### config.mk
export PLATFORM = sky130hd
export DESIGN_NAME = imem_sync_flat
export DESIGN_NICKNAME = d
export VERILOG_FILES = /design/src/rtl/imem_sync_if.sv /design/src/rtl/imem_sync.sv /design/src/flat_wrapper.sv
export SDC_FILE = /design/constraint.sdc
export NUM_CORES = 2
export LEC_CHECK = 0
export BUFFER_PORTS_ARGS = -buffer_cell sky130_fd_sc_hd__buf_4
export CORE_UTILIZATION = 60
export CTS_BUF_LIST = sky130_fd_sc_hd__clkbuf_8
export DETAILED_ROUTE_END_ITERATION = 12
export PLACE_DENSITY = 0.81
export SKIP_LAST_GASP = 1
export SYNTH_ARGS = -nofsm -noshare
export SYNTH_HDL_FRONTEND = slang
export SYNTH_SLANG_ARGS = --single-unit
### constraint.sdc
create_clock -name clk -period 15.2 [get_ports clk]
set_clock_uncertainty 0.05 [all_clocks]
set_input_delay 3.04 -clock clk [delete_from_list [all_inputs] [get_ports clk]]
set_output_delay 3.04 -clock clk [all_outputs]
set_load 0.01 [all_outputs]
### src/rtl/imem_sync_if.sv
// rtl/imem_sync_if.sv - fetch, program-load and clear signal bundle for imem_sync
//
// Groups every non-clock/reset signal of the instruction memory.
//   master : driven by the fetch stage / loader (requests, writes, clear pulse)
//   slave  : driven by imem_sync (fetched word, valid, error, busy)
// Signals:
//   rd_req, rd_addr, rd_stall   fetch request, PC, hazard-unit stall
//   rd_valid, rd_instr, rd_err  registered fetch result
//   wr_en, wr_addr, wr_data     program-load write port
//   clr_start, busy             clear engine start pulse and status
interface imem_sync_if #(
   parameter int DATA_W = 16,
   parameter int ADDR_W = 8
);
   logic              rd_req;
   logic [ADDR_W-1:0] rd_addr;
   logic              rd_stall;
   logic              rd_valid;
   logic [DATA_W-1:0] rd_instr;
   logic              rd_err;
   logic              wr_en;
   logic [ADDR_W-1:0] wr_addr;
   logic [DATA_W-1:0] wr_data;
   logic              clr_start;
   logic              busy;

   modport master (
      output rd_req, rd_addr, rd_stall, wr_en, wr_addr, wr_data, clr_start,
      input  rd_valid, rd_instr, rd_err, busy
   );

   modport slave (
      input  rd_req, rd_addr, rd_stall, wr_en, wr_addr, wr_data, clr_start,
      output rd_valid, rd_instr, rd_err, busy
   );
endinterface

### src/rtl/imem_sync.sv
// rtl/imem_sync.sv - synchronous instruction memory with fetch handshake, load port and clear engine
//
// Registered-read instruction memory for the fetch stage. One-cycle read
// latency into an output register that the hazard unit can freeze with
// rd_stall. Programs are loaded through the write port; a self-timed clear
// engine fills the whole array with NOP_WORD in exactly DEPTH cycles.
//
// Ports:
//   clk    in   system clock, rising edge
//   rst_n  in   asynchronous active-low reset (array contents not reset)
//   bus    slave modport of imem_sync_if:
//          rd_req/rd_addr/rd_stall in, rd_valid/rd_instr/rd_err out,
//          wr_en/wr_addr/wr_data in, clr_start in, busy out
//
// Build option:
//   IMEM_BYPASS_EN  when defined, a same-cycle write and fetch to the same
//                   in-range address returns the new word (write-first);
//                   when undefined the fetch returns the old word
//                   (read-first) and no compare logic is built.
module imem_sync #(
   parameter int                DATA_W   = 16,
   parameter int                ADDR_W   = 8,
   parameter int                DEPTH    = 256,
   parameter logic [DATA_W-1:0] NOP_WORD = 16'h0000
) (
   input logic        clk,
   input logic        rst_n,
   imem_sync_if.slave bus
);

   // A one-entry memory still needs a 1-bit counter.
   localparam int                CNT_W     = (DEPTH > 1) ? $clog2(DEPTH) : 1;
   // One extra bit so DEPTH == 2**ADDR_W is representable in the range check.
   localparam logic [ADDR_W:0]   DEPTH_EXT = (ADDR_W + 1)'(DEPTH);
   localparam logic [CNT_W-1:0]  CNT_LAST  = CNT_W'(DEPTH - 1);

   typedef enum logic [0:0] {
      ST_IDLE  = 1'b0,
      ST_CLEAR = 1'b1
   } state_t;

   state_t            state;
   logic [CNT_W-1:0]  cnt;
   logic              busy_q;

   logic              rd_valid_q;
   logic [DATA_W-1:0] rd_instr_q;
   logic              rd_err_q;

   logic [DATA_W-1:0] mem [DEPTH];

   logic              rd_in_range;
   logic              wr_in_range;
   logic              wr_fire;
   logic              clr_fire;
   logic [CNT_W-1:0]  rd_idx;
   logic [CNT_W-1:0]  wr_idx;
   logic [DATA_W-1:0] rd_word;

   assign rd_in_range = ({1'b0, bus.rd_addr} < DEPTH_EXT);
   assign wr_in_range = ({1'b0, bus.wr_addr} < DEPTH_EXT);
   assign rd_idx      = bus.rd_addr[CNT_W-1:0];
   assign wr_idx      = bus.wr_addr[CNT_W-1:0];

   // The load port is locked out for the whole clear; busy_q is high exactly
   // while the FSM is in CLEAR, so the two array writers never collide.
   assign wr_fire  = bus.wr_en && wr_in_range && !busy_q;
   assign clr_fire = (state == ST_CLEAR);

   // Array write port. No reset: contents survive rst_n, and a reset in the
   // middle of a clear drops state to IDLE asynchronously, so no further
   // entries are cleared after it.
   always_ff @(posedge clk) begin
      if (clr_fire) begin
         mem[cnt] <= NOP_WORD;
      end else if (wr_fire) begin
         mem[wr_idx] <= bus.wr_data;
      end
   end

   // Word presented to the output register. For out-of-range addresses the
   // truncated index may point anywhere; that value is discarded below.
   always_comb begin
      rd_word = mem[rd_idx];
`ifdef IMEM_BYPASS_EN
      if (wr_fire && (bus.wr_addr == bus.rd_addr)) begin
         rd_word = bus.wr_data;
      end
`endif
   end

   // Clear engine. clr_start is only looked at in IDLE, so a pulse during a
   // clear cannot restart it. A write in the same cycle as clr_start still
   // lands (busy_q is low) and is overwritten once the sweep reaches it.
   always_ff @(posedge clk or negedge rst_n) begin
      if (!rst_n) begin
         state  <= ST_IDLE;
         cnt    <= '0;
         busy_q <= 1'b0;
      end else begin
         case (state)
            ST_IDLE: begin
               if (bus.clr_start) begin
                  state  <= ST_CLEAR;
                  cnt    <= '0;
                  busy_q <= 1'b1;
               end
            end
            ST_CLEAR: begin
               // The last entry is written on the same edge that leaves CLEAR,
               // giving exactly DEPTH busy cycles with no counter wrap.
               if (cnt == CNT_LAST) begin
                  state  <= ST_IDLE;
                  cnt    <= '0;
                  busy_q <= 1'b0;
               end else begin
                  cnt <= cnt + 1'b1;
               end
            end
            default: begin
               state  <= ST_IDLE;
               cnt    <= '0;
               busy_q <= 1'b0;
            end
         endcase
      end
   end

   // Output register. Stall freezes everything and wins over both a request
   // and an ongoing clear; the PC must be held upstream while stalled.
   always_ff @(posedge clk or negedge rst_n) begin
      if (!rst_n) begin
         rd_valid_q <= 1'b0;
         rd_instr_q <= NOP_WORD;
         rd_err_q   <= 1'b0;
      end else if (bus.rd_stall) begin
         rd_valid_q <= rd_valid_q;
         rd_instr_q <= rd_instr_q;
         rd_err_q   <= rd_err_q;
      end else if (busy_q || !bus.rd_req) begin
         // rd_instr keeps the last fetched word; only the flags drop.
         rd_valid_q <= 1'b0;
         rd_err_q   <= 1'b0;
      end else if (rd_in_range) begin
         rd_valid_q <= 1'b1;
         rd_instr_q <= rd_word;
         rd_err_q   <= 1'b0;
      end else begin
         rd_valid_q <= 1'b1;
         rd_instr_q <= NOP_WORD;
         rd_err_q   <= 1'b1;
      end
   end

   assign bus.rd_valid = rd_valid_q;
   assign bus.rd_instr = rd_instr_q;
   assign bus.rd_err   = rd_err_q;
   assign bus.busy     = busy_q;

endmodule

### src/flat_wrapper.sv
// flat-port wrapper written by rule: the top's interface ports become plain ports
module imem_sync_flat 
#(
   parameter int                DATA_W   = 16,
   parameter int                ADDR_W   = 8,
   parameter int                DEPTH    = 256,
   parameter logic [DATA_W-1:0] NOP_WORD = 16'h0000
)
  (clk, rst_n, bus_rd_req, bus_rd_addr, bus_rd_stall, bus_wr_en, bus_wr_addr, bus_wr_data, bus_clr_start, bus_rd_valid, bus_rd_instr, bus_rd_err, bus_busy);
  imem_sync_if #(.DATA_W(DATA_W), .ADDR_W(ADDR_W)) bus_i ();
  input logic clk;
  input logic rst_n;
  input wire logic [$bits(bus_i.rd_req)-1:0] bus_rd_req;
  input wire logic [$bits(bus_i.rd_addr)-1:0] bus_rd_addr;
  input wire logic [$bits(bus_i.rd_stall)-1:0] bus_rd_stall;
  input wire logic [$bits(bus_i.wr_en)-1:0] bus_wr_en;
  input wire logic [$bits(bus_i.wr_addr)-1:0] bus_wr_addr;
  input wire logic [$bits(bus_i.wr_data)-1:0] bus_wr_data;
  input wire logic [$bits(bus_i.clr_start)-1:0] bus_clr_start;
  output wire logic [$bits(bus_i.rd_valid)-1:0] bus_rd_valid;
  output wire logic [$bits(bus_i.rd_instr)-1:0] bus_rd_instr;
  output wire logic [$bits(bus_i.rd_err)-1:0] bus_rd_err;
  output wire logic [$bits(bus_i.busy)-1:0] bus_busy;
  assign bus_i.rd_req = bus_rd_req;
  assign bus_i.rd_addr = bus_rd_addr;
  assign bus_i.rd_stall = bus_rd_stall;
  assign bus_i.wr_en = bus_wr_en;
  assign bus_i.wr_addr = bus_wr_addr;
  assign bus_i.wr_data = bus_wr_data;
  assign bus_i.clr_start = bus_clr_start;
  assign bus_rd_valid = bus_i.rd_valid;
  assign bus_rd_instr = bus_i.rd_instr;
  assign bus_rd_err = bus_i.rd_err;
  assign bus_busy = bus_i.busy;
  imem_sync #(.DATA_W(DATA_W), .ADDR_W(ADDR_W), .DEPTH(DEPTH), .NOP_WORD(NOP_WORD)) u_core (.clk(clk), .rst_n(rst_n), .bus(bus_i));
endmodule
==> qor.json <==
{
  "final_cell_area_sq_um": 176000,
  "core.rowCount": 189,
  "dpl-instance-area_sq_um": 164900,
  "outcome": "complete, but fails checks",
  "avgViaCountPerCell": 6.929,
  "ant_nets": 0,
  "hold_buffers": 0,
  "synth_cell_types": 73,
  "yosys.cell_count.top_type": "edfxtp_1",
  "cts_inserted_buffers": 618,
  "crit_type": "input port to flip-flop",
  "yosysTopAreaCell": "edfxtp_1",
  "layout-drive-gt1-share": 0.2256,
  "powerDensity_nw_per_um2": 126.9,
  "die_height_um": 518.2,
  "place_worst_setup_slack_ns": 6.845,
  "clock-sinks": 4123,
  "final_setup_viols": 0,
  "clk_root_buffer_cell": "clkbuf_8",
  "timing.setup.tns_ns": 0,
  "post-synth-top-area-fraction": 0.7694,
  "period_minus_slack_ns": 7.739,
  "core_region_area_sq_um": 265100,
  "setup_slack_after_layout_ns": 7.461,
  "required_time_of_the_critical_path_ns": 16.09,
  "overflow": 0,
  "synth-xor-area-share": 0.00005479,
  "first_global_vias": 84310,
  "design.die.area_sq_um": 268500,
  "worst_setup_path_start_kind": "input port",
  "largest_family_of_logic_cells_by_synthesized_area": "multiplexers",
  "synth-main-ff-cell": "edfxtp_1",
  "grt_max_degree": 216,
  "drt_iter0_markers": 13930,
  "syn_avg_cell_area_sq_um": 20.94,
  "tritoncts_clock_tree": "done",
  "worst_r2r_startpoint": "u_core.bus.busy$_DFFE_PN0P_",
  "reg2reg_setup_slack_ns": 10.39,
  "final_net_count": 8296,
  "final-max-slew-violation-count": 0,
  "synth_top_cells_by_count": "4096 x edfxtp_1, 710 x mux4_2, 600 x mux2i_1",
  "firstDrtPassIters": 12,
  "post_cts_resize_count": 0,
  "area_growth_syn_to_layout_pct": 10.09,
  "worst_slew_margin_relative_to_its_limit": 0.009184,
  "post_synthesis_instance_total": 7636,
  "cts.clk_slew.worst_paths_ns": 0.06,
  "worstSetupStartpoint": "bus_rd_addr[4]",
  "ff2ff_path_depth": 6,
  "hold_slack_ns": 0.4363,
  "grt_antenna_before_repair": 28,
  "detail_route.wirelength_um": 421600,
  "synth.area.mux_share": 0.1448,
  "grt_first_pass_wirelength_um": 595700,
  "failed_checks": "design-rule violations, max-capacitance violations",
  "avgRoutedWirePerCell_um": 34.33,
  "synthesis.area_sq_um": 159900,
  "chipWidth_um": 518.2,
  "netlist_top_cells_area": "edfxtp_1 77%, mux4_2 10%, mux2i_1 3.8%",
  "place_congestion": 0.9348,
  "synthAdderAreaFrac": 0.00007827,
  "ctsLongestPathBuffers": 4,
  "insertion_delay_ns": 1.07,
  "initial_utilization": 0.6030,
  "synth-compound-area-share": 0.03795,
  "synthesis.yosys.warnings": 0,
  "worst_ir_drop_vdd_mv": 0.1054,
  "timing.final.crit_share": 0.5092,
  "drc": 20,
  "synth_edf_count": 4096,
  "timing.critical_path.arrival_ns": 8.63,
  "grt_usage": 0.3122,
  "r2r-end": "u_core.mem[42][1]$_DFFE_PP_",
  "element_type_at_the_critical_path_end": "flip-flop",
  "max-cap-violations": 1,
  "timing.critical_path.to": "u_core.bus.rd_instr[13]$_DFFE_PN0P_",
  "asyncSetResetFlopFracSynth": 0.006549,
  "port_buffers": 55,
  "ioPinCount": 57,
  "syn-num-nets": 7675,
  "synth_seq_cells": 4123,
  "yosys.area_share.simple": 0.02279,
  "worst_slew_pin_slew_ns": 1.449,
  "htreeDepth": 6,
  "num_vias": 85090,
  "peak_freq_mhz": 129.2,
  "post-dp-hpwl_um": 246700,
  "crit_path_max_fanout": 38,
  "holdCritPathClass": "flip-flop to flip-flop",
  "synth-seq-area-share": 0.7736,
  "setup_repair_after_global_routing_missed_its_margin": "no",
  "postCtsSetupRepairBufs": 0,
  "hold_violations": 0,
  "static-leakage-power_uw": 0.06032
}
[cell usage in the layout (no fill, tap or decap), types with 41 or more instances in the layout]
cell      instances
mux4_2          710
o21ai_0         103
a211oi_1         85
a21oi_1         112
clkbuf_8        634
mux2i_1         600
mux4_1           41
o22ai_1         188
o221ai_1        119
nand2_1         239
buf_4           430
edfxtp_1       4096
nor2_1          330
inv_1           204
nand3_1          43
a22oi_1         103
clkinv_1        166
nor3_1           48
clkinv_2         42
[cell type report]
type | instances | area (sq um)
multi-input combinational | 3056 | 33110
antenna | 16 | 40.04
inverter | 6 | 30.03
clock buffer | 634 | 8726
tap | 3533 | 4420
timing repair buffer | 452 | 3642
fill | 15580 | 89100
clock inverter | 460 | 2350
sequential | 4123 | 123700
[stage by stage]
stage	power, uW	cells	utilization
3_3_place_gp	14160	11170	0.6218
6_report	22330	12280	0.6639
2_1_floorplan	13600	7636	-
4_1_cts	22300	12260	0.6637
3_5_place_dp	14200	11170	0.6219
5_1_grt	22840	12270	0.6638
[registers in the layout, indices dropped and copies added, names as in the netlist]
signal,count
u_core.mem,4096
u_core.bus.rd_instr,16
u_core.cnt,8
u_core.bus.busy,1
u_core.bus.rd_valid,1
u_core.clr_fire,1
[kinds of logic after synthesis]
| logic type | count (synthesis) |
|---|---|
| mux | 1357 |
| fa+ha+maj | 1 |
| other cells | 1 |
| xor+xnor | 1 |
| buf+inv | 457 |
| flops | 4123 |
| compound gates | 871 |
| simple gates | 825 |
[worst max-delay path, cell delays in order]
cell,delay [ns]
buf_8,0.38
buf_4,0.62
buf_4,0.54
buf_4,0.67
nand3b_1,0.91
o22ai_1,0.20
nor3_1,1.01
a21oi_1,0.40
nand4_1,0.59
o211ai_2,0.15
[layer usage]
metal  part of all wire  vias up  track usage
met5            0.00016        -            0
met4              0.064       12       0.1859
met3               0.14     1284      0.09332
met2               0.46     7298       0.4696
met1               0.33    43190       0.4075
li1                   -    33310            -
[how the worst min path moves through the flow]
stage                                                 end  slack (ns)  cells past startpoint                             from
after global placement    u_core.bus.rd_valid$_DFFE_PN0N_        0.41                      2  u_core.bus.rd_valid$_DFFE_PN0N_
final                     u_core.bus.rd_valid$_DFFE_PN0N_        0.44                      2  u_core.bus.rd_valid$_DFFE_PN0N_
after CTS                 u_core.bus.rd_valid$_DFFE_PN0N_        0.44                      2  u_core.bus.rd_valid$_DFFE_PN0N_
after floorplan           u_core.bus.rd_valid$_DFFE_PN0N_        0.46                      2  u_core.bus.rd_valid$_DFFE_PN0N_
after global routing      u_core.bus.rd_valid$_DFFE_PN0N_        0.48                      2  u_core.bus.rd_valid$_DFFE_PN0N_
after detailed placement  u_core.bus.rd_valid$_DFFE_PN0N_        0.43                      2  u_core.bus.rd_valid$_DFFE_PN0N_
[where the power goes]
group / switching (uW) / internal (uW)
Sequential: 92.1 / 12500
Clock: 4190 / 4120
Combinational: 981 / 432
Power figures use the tool's default switching activity.
